--- src/rtl/sample_frame_packer.sv ---
`default_nettype none
// ============================================================================
//  Module      : sample_frame_packer
//  Description : Collects a serial stream of DATA_W-bit samples from a
//                valid/ready source and packs them into a DEPTH-word frame
//                presented on a registered valid/ready output. A frame closes
//                on the DEPTH-th word or on a word tagged in_last; unfilled
//                slots of a short frame carry PAD_VALUE and out_len reports
//                the number of real words (1..DEPTH).
//
//  Ports       : clk        - clock, rising edge
//                rst        - synchronous active-high reset
//                in_valid   - source word valid
//                in_ready   - word accepted this cycle when in_valid is high
//                in_data    - sample word
//                in_last    - accepted word closes the frame early
//                out_valid  - frame valid
//                out_ready  - sink accepts frame
//                out_frame  - frame words, index 0 = first word received
//                out_len    - number of real words in the frame
//
//  Options     : SFP_TIMEOUT_EN - when defined, a partial frame is flushed
//                after TIMEOUT_CYC idle cycles without an accepted word.
//
//  Revision    : 1.0 - initial release
// ============================================================================
module sample_frame_packer #(
    parameter int                DATA_W      = 10,
    parameter int                DEPTH       = 5,
    parameter logic [DATA_W-1:0] PAD_VALUE   = '0,
    parameter int                TIMEOUT_CYC = 16
) (
    input  logic                         clk,
    input  logic                         rst,
    input  logic                         in_valid,
    output logic                         in_ready,
    input  logic [DATA_W-1:0]            in_data,
    input  logic                         in_last,
    output logic                         out_valid,
    input  logic                         out_ready,
    output logic [DATA_W-1:0]            out_frame [0:DEPTH-1],
    output logic [$clog2(DEPTH+1)-1:0]   out_len
);

    localparam int                 c_IDX_W    = $clog2(DEPTH);
    localparam int                 c_LEN_W    = $clog2(DEPTH + 1);
    localparam logic [c_IDX_W-1:0] c_LAST_IDX = c_IDX_W'(DEPTH - 1);

    localparam logic [0:0] c_ST_FILL = 1'b0;
    localparam logic [0:0] c_ST_HOLD = 1'b1;

    // Elaboration-time parameter sanity checks.
    if (DEPTH < 2) begin : g_bad_depth
        $error("sample_frame_packer: DEPTH must be >= 2");
    end
    if (TIMEOUT_CYC < 1) begin : g_bad_timeout
        $error("sample_frame_packer: TIMEOUT_CYC must be >= 1");
    end

    logic [0:0]         r_state;
    logic [0:0]         w_state_nxt;
    logic [c_IDX_W-1:0] r_wr_idx;
    logic [c_LEN_W-1:0] r_len;
    logic [DATA_W-1:0]  r_frame [0:DEPTH-1];
    logic               w_accept;
    logic               w_fill_close;
    logic               w_timeout;

    assign w_accept     = in_valid && in_ready;
    // Closing word in FILL: either the frame is now full or the source ends it.
    assign w_fill_close = (r_state == c_ST_FILL) && w_accept &&
                          (in_last || (r_wr_idx == c_LAST_IDX));

`ifdef SFP_TIMEOUT_EN
    localparam int c_TMR_W = $clog2(TIMEOUT_CYC + 1);

    logic [c_TMR_W-1:0] r_idle_cnt;
    logic               w_idle_run;

    // Counter value N means N idle cycles have already elapsed since the last
    // accept, so the flush fires on the TIMEOUT_CYC-th idle cycle's edge.
    assign w_idle_run = (r_state == c_ST_FILL) && (r_wr_idx != '0) && !w_accept;
    assign w_timeout  = w_idle_run && (r_idle_cnt == c_TMR_W'(TIMEOUT_CYC - 1));

    always_ff @(posedge clk) begin
        if (rst) begin
            r_idle_cnt <= '0;
        end else if (w_idle_run && !w_timeout) begin
            r_idle_cnt <= r_idle_cnt + c_TMR_W'(1);
        end else begin
            r_idle_cnt <= '0;
        end
    end
`else
    assign w_timeout = 1'b0;
`endif

    // ------------------------------------------------------------------
    // FSM: state register
    // ------------------------------------------------------------------
    always_ff @(posedge clk) begin
        if (rst) begin
            r_state <= c_ST_FILL;
        end else begin
            r_state <= w_state_nxt;
        end
    end

    // ------------------------------------------------------------------
    // FSM: next-state logic
    // ------------------------------------------------------------------
    always_comb begin
        w_state_nxt = r_state;
        case (r_state)
            c_ST_FILL: begin
                if (w_fill_close || w_timeout) begin
                    w_state_nxt = c_ST_HOLD;
                end
            end
            c_ST_HOLD: begin
                // A word tagged in_last arriving with the handshake forms a
                // one-word frame on its own, so the FSM stays in HOLD.
                if (out_ready && !(w_accept && in_last)) begin
                    w_state_nxt = c_ST_FILL;
                end
            end
            default: w_state_nxt = c_ST_FILL;
        endcase
    end

    // ------------------------------------------------------------------
    // FSM: outputs
    // ------------------------------------------------------------------
    always_comb begin
        in_ready  = 1'b0;
        out_valid = (r_state == c_ST_HOLD);
        if (!rst) begin
            // In HOLD the input only moves when the held frame leaves.
            in_ready = (r_state == c_ST_FILL) ? 1'b1 : out_ready;
        end
    end

    // ------------------------------------------------------------------
    // Frame storage, write index and length
    // ------------------------------------------------------------------
    always_ff @(posedge clk) begin
        if (rst) begin
            r_wr_idx <= '0;
            r_len    <= '0;
            for (int i = 0; i < DEPTH; i++) begin
                r_frame[i] <= PAD_VALUE;
            end
        end else begin
            case (r_state)
                c_ST_FILL: begin
                    if (w_accept) begin
                        r_frame[r_wr_idx] <= in_data;
                        if (w_fill_close) begin
                            for (int i = 0; i < DEPTH; i++) begin
                                if (i > int'(r_wr_idx)) begin
                                    r_frame[i] <= PAD_VALUE;
                                end
                            end
                            r_len    <= c_LEN_W'(r_wr_idx) + c_LEN_W'(1);
                            r_wr_idx <= '0;
                        end else begin
                            r_wr_idx <= r_wr_idx + c_IDX_W'(1);
                        end
                    end else if (w_timeout) begin
                        // Flush: r_wr_idx already counts the real words.
                        for (int i = 0; i < DEPTH; i++) begin
                            if (i >= int'(r_wr_idx)) begin
                                r_frame[i] <= PAD_VALUE;
                            end
                        end
                        r_len    <= c_LEN_W'(r_wr_idx);
                        r_wr_idx <= '0;
                    end
                end
                c_ST_HOLD: begin
                    if (out_ready) begin
                        for (int i = 0; i < DEPTH; i++) begin
                            r_frame[i] <= PAD_VALUE;
                        end
                        if (w_accept) begin
                            r_frame[0] <= in_data;
                            if (in_last) begin
                                r_len    <= c_LEN_W'(1);
                                r_wr_idx <= '0;
                            end else begin
                                r_len    <= '0;
                                r_wr_idx <= c_IDX_W'(1);
                            end
                        end else begin
                            r_len    <= '0;
                            r_wr_idx <= '0;
                        end
                    end
                end
                default: begin
                    r_wr_idx <= '0;
                end
            endcase
        end
    end

    assign out_frame = r_frame;
    assign out_len   = r_len;

endmodule
`default_nettype wire
--- config.mk ---
export PLATFORM = sky130hd
export DESIGN_NAME = sample_frame_packer
export DESIGN_NICKNAME = d
export VERILOG_FILES = /design/src/rtl/sample_frame_packer.sv
export SDC_FILE = /design/constraint.sdc
export NUM_CORES = 1
export LEC_CHECK = 0
export ABC_AREA = 1
export BUFFER_PORTS_ARGS = -buffer_cell sky130_fd_sc_hd__buf_2
export CAP_MARGIN = 20
export CELL_PAD_IN_SITES_DETAIL_PLACEMENT = 0
export CELL_PAD_IN_SITES_GLOBAL_PLACEMENT = 2
export CORE_MARGIN = 1.5
export CORE_UTILIZATION = 29
export DETAILED_ROUTE_END_ITERATION = 7
export GPL_TIMING_DRIVEN = 0
export PLACE_DENSITY = 0.81
export SETUP_SLACK_MARGIN = 0.2
export SLEW_MARGIN = 20
export SYNTH_ARGS = -nofsm -noshare
export SYNTH_HDL_FRONTEND = slang
export SYNTH_SLANG_ARGS = --single-unit
--- constraint.sdc ---
create_clock -name clk -period 2.25 [get_ports clk]
set_clock_uncertainty 0.05 [all_clocks]
set_input_delay 0 -clock clk [delete_from_list [all_inputs] [get_ports clk]]
set_output_delay 0 -clock clk [all_outputs]
set_load 0.05 [all_outputs]
After elaboration in Yosys (flattened, before gate mapping)
Index checks and enable logic that the tools add are counted.

$add $sub $neg: 1. Magnitude comparators: 6. Eq/ne operators: 4. Mux-type cells: 29. Bitwise logic cells: 2. Reduce and logical (&&, ||, !) cells: 10.

Operators with widths (count): 2-to-1 mux 50 bit (2); case mux 50 bit (2 select lines) (1); 2-to-1 mux 10 bit (6); bitwise mux 50 bit (1); 2-to-1 mux 40 bit (1); demux 10 bit (select 3 bit) (1); 2-to-1 mux 3 bit (8); case mux 3 bit (2 select lines) (2); greater-than comparator 2 x 3 -> 1 bit, first input constant (2); logical AND 1 bit (6); 2-to-1 mux 1 bit (6); != test 2 bit, second input constant (3); greater-or-equal comparator 4 bit, second input constant (1); < comparator 4 x 1 -> 1 bit, second input constant (1); inverter 3 -> 4 bit (1); adder 3 x 1 -> 3 bit, second input constant (1); equality test 3 bit, second input constant (1); greater-than comparator 1 x 3 -> 1 bit, first input constant (1); greater-than comparator 3 bit, first input constant (1); AND reduction 3 bit (1); case mux 1 bit (2 select lines) (1); AND reduction 2 bit (1); zero test 1 bit (1); logical OR 1 bit (1); inverter 1 bit (1).

Register bits: 57. Input bits: 15. Output and inout bits: 55. Word-level logic and storage cells: 60.

Longest topological paths before layout
Depth in word-level cells: 10. Mapped depth: 12. Depth with buffers taken out: 10.

Worst setup path after synthesis
Ideal clock, no wire load.

Kind: register to register. From: register r_wr_idx[1]. To: register r_frame (netlist bit out_frame[0]). Library setup time: 0.132 ns. Arrival time: 1.500 ns. Required time: 2.068 ns. Path slack: 0.567 ns. Stages on the path, launching flop included: 12. Path buffers: 2. Period minus slack after synthesis: 1.683 ns. Cell sequence: dfxtp_1 > buf_4 > inv_1 > buf_2 > ha_1 > nand2_1 > nand2_1 > inv_2 > nor2_4 > nand2_2 > nand2_1 > a21oi_1.

Cells in the longest elaborated chain, start to end: 10. Elaborated cells between the ends (all ways): 15. Classes of those cells: 3 x order compare; 1 x eq/ne; 7 x mux; 1 x bitwise; 3 x reduce/logical.

RTL lines: from (decl) (line 62) `logic [c_IDX_W-1:0] r_wr_idx;`; from (signal assigned) (line 167) `r_wr_idx <= r_wr_idx + c_IDX_W'(1);`; from (signal assigned) (line 192) `r_wr_idx <= c_IDX_W'(1);`; inverter 3 -> 4 bit (not written as such) (line 157) `r_frame[r_wr_idx] <= in_data;`; greater-or-equal comparator 4 bit (not written as such) / < comparator 4 x 1 -> 1 bit (equally long branches) (line 157); logical AND 1 bit (not written as such) (line 157); 2-to-1 mux 10 bit (not written as such) (line 157); demux 10 bit (select 3 bit) (line 157); bitwise mux 50 bit (line 157); 2-to-1 mux 10 bit (line 160) `if (i > int'(r_wr_idx)) begin`; 2-to-1 mux 40 bit (*) (line 158) `if (w_fill_close) begin`; 2-to-1 mux 50 bit (*) (line 156) `if (w_accept) begin`; case mux 50 bit (2 select lines) (*) (line 154) `case (r_state)`; to (signal, indexed assignment) (line 157); to (decl) (line 64) `logic [DATA_W-1:0] r_frame [0:DEPTH-1];`.

Mark *: on every way between the ends. The rest lies on a longest branch, timed or not. The select of a mux whose other input is x is not followed. A chain may end at the register's enable or synchronous reset.

Final worst setup path
From: register r_wr_idx[1]. To: register r_frame (netlist bit out_frame[24]).

Same word-level chain as after synthesis.

==> impl_metrics.json <==
{
  "htreeDepth": 3,
  "syn_area_mm2": 0.00303,
  "ir_drop_v": 0.000228,
  "start_util_pct": 29.6,
  "area_delta_synth_final_pct": 26.9,
  "max_cap_violations": 0,
  "clkPwrFrac_pct": 34.3,
  "worst_pin_slew_ns": 0.603,
  "grt_pass1_wl_um": 15800,
  "sw_frac_of_total_pct": 33.4,
  "grt_max_degree": 12,
  "intPower_mw": 1.57,
  "clock-sinks": 57,
  "arrival_ns": 2.08,
  "worstPathMaxFanout": 10,
  "relSlewSlack_pct": 59.8,
  "gp_congestion": 0.794,
  "via_per_inst": 4.77,
  "antenna_cells": 0,
  "netlist_top_cells_area": "dfxtp_1, nand2_1, a21oi_1",
  "utilization_pct": 37.6,
  "status": "finished, final reports clean",
  "stdcell_count": 686,
  "rows": 37,
  "route.detailed.drc": 0,
  "end_kind": "flip-flop",
  "dp_hpwl_um": 6810,
  "grt-ovfl-total": 0,
  "grt_pass1_vias": 3017,
  "dieArea_mm2": 0.0111,
  "dpl_worst_slack_ns": 0.204,
  "dp_cells": 658,
  "fillCellCount": 1154,
  "critPathKind": "reg2reg",
  "drive_gt1_share_pct": 23.1,
  "setup-tns-final_ns": 0,
  "wl_per_cell_um": 14.6,
  "seq_power_share_pct": 44.6,
  "synth_seq_cells": 57,
  "hold_viol_final": 0,
  "final_area_mm2": 0.00385,
  "power.density_mw_per_mm2": 614,
  "synthesis.nets": 472,
  "wl_um": 10000,
  "die_w_um": 105,
  "grt_setup_unrepaired": "no",
  "tritoncts": "yes",
  "ant_nets": 0,
  "setup_viol": 0,
  "port_buffers": 68,
  "nets": 563,
  "synth_area_per_cell_um2": 6.68,
  "die_h_um": 105,
  "drt_iter0_drc": 145,
  "finalWorstSetupSlack_ns": 0.333,
  "synthArstFlopShare_pct": 0,
  "synth_enable_flop_cells": 0,
  "p_sw_mw": 0.791,
  "start_kind": "flip-flop",
  "synthFlopType": "dfxtp_1",
  "period_share_pct": 85.2,
  "synthCells": 454,
  "fmax_mhz": 522,
  "p_leak_nw": 1.55,
  "vias": 3274,
  "cts-root-buf": "clkbuf_8",
  "path_clk_slew_ns": 0.07,
  "period_minus_slack_ns": 1.92,
  "cp.required_ns": 2.41,
  "insertion_delay_ns": 0.34,
  "seq_area_frac_synth_pct": 37.6,
  "place_area_mm2": 0.00354,
  "synth_top_area_share_pct": 37.6,
  "total_power_mw": 2.36,
  "core_area_mm2": 0.0102,
  "synth_top_area_cell": "dfxtp_1",
  "grtUsageTotal_pct": 18.5,
  "synth_cell_types": 27,
  "yosys-top-cells-count": "nand2_1, a21oi_1, dfxtp_1",
  "comb_power_share_pct": 21.1,
  "numCtsBuffers": 9,
  "maxSlewViolCount": 0,
  "whs_ns": 0.0193,
  "hold_class": "in2reg",
  "dr.pass1.iters": 4,
  "synth.most_common_cell": "nand2_1",
  "ctsLongestPathBuffers": 2,
  "synth_warnings": 0,
  "antenna_found_initial": 0,
  "ioPinCount": 70
}
final timing paths:
check	start	endpoint	slack [ns]	cells past startpoint
hold reg to reg	out_frame[6]	out_frame[6]	0.43	2
setup reg to reg	r_wr_idx[1]	out_frame[24]	0.33	12
hold / removal	in_data[6]	out_frame[46]	0.02	3
setup / recovery	r_wr_idx[1]	out_frame[24]	0.33	12
final cells by class:
class                   count  area [um2]  share of cell area (%)
well taps                 136         170                    4.42
inverters                  24         103                    2.66
flip-flops and latches     57        1140                    29.7
multi-input cells         344        1620                    42.2
clock buffers              12         135                    3.51
plain buffers              29         188                    4.87
clock inverters             4        20.0                   0.520
repair buffers             80         468                    12.2
cells by family after synthesis:
family	synth area share, %
flops	37.6
buf+inv	9.49
compound gates	17.3
simple gates	34.4
fa+ha+maj	1.24
cells in the final DEF (no fill, tap or decap):
cell | netlist | final
o21a_1 | 1 | 1
nor3_2 | 1 | 1
dlygate4sd3_1 | 0 | 10
nor2_4 | 2 | 2
clkbuf_1 | 5 | 8
buf_4 | 6 | 7
nand3_1 | 15 | 15
a21oi_1 | 96 | 96
clkbuf_4 | 0 | 1
inv_1 | 18 | 18
nor3_1 | 2 | 2
nand2_4 | 1 | 5
o21ai_1 | 1 | 1
nand2_1 | 166 | 166
inv_2 | 3 | 3
nand2_2 | 5 | 1
o21bai_2 | 1 | 1
dfxtp_2 | 0 | 1
nor2_2 | 1 | 1
nand4_4 | 1 | 1
buf_6 | 5 | 5
clkbuf_8 | 0 | 9
dfxtp_1 | 57 | 56
buf_12 | 0 | 1
inv_4 | 1 | 1
buf_2 | 13 | 80
nor2_1 | 22 | 22
o21ai_0 | 4 | 4
nand3_4 | 1 | 1
nand4_1 | 21 | 21
clkinv_2 | 0 | 4
inv_6 | 2 | 2
ha_1 | 3 | 3
critical path, cell delays in order (launching register included):
cell and delay, ns:
dfxtp_2 0.33, buf_4 0.16, inv_1 0.12, clkbuf_4 0.23, ha_1 0.16, nand2_1 0.07, nand2_1 0.09, inv_2 0.06
nor2_4 0.11, buf_12 0.14, nand2_4 0.11, nand2_1 0.09, a21oi_1 0.06
timing repair:
item / in CTS / in global routing
endpoints found under the setup margin: 0 / 41
setup buffers: 0 / 2
hold buffers: 10 / 0
hold endpoints to repair: 12 / 0
resized for setup: 0 / 6
layer usage:
metal | share of wire, % | vias to the layer above | GRT usage [%]
met5 | 0 | - | 0
met1 | 46 | 1491 | 24.3
met3 | 4.9 | 23 | 3.03
met4 | 3.1 | 0 | 9.88
met2 | 46 | 86 | 29.2
li1 | - | 1674 | -
power by group through the flow:
stage	Combinational [mW]	Clock [mW]	Sequential (mW)
floorplan	0.243	0	1.17
global placement	0.477	0	1.08
detailed placement	0.476	0	1.08
CTS	0.491	0.840	1.06
global route	0.542	0.885	1.06
finish	0.498	0.811	1.06
sequential cells by signal, summed over array words and instances (netlist names):
| signal | flops |
|---|---|
| out_len | 3 |
| r_wr_idx | 3 |
| out_valid | 1 |
| out_frame | 50 |
Note: power is estimated with default switching activity, not from simulation.
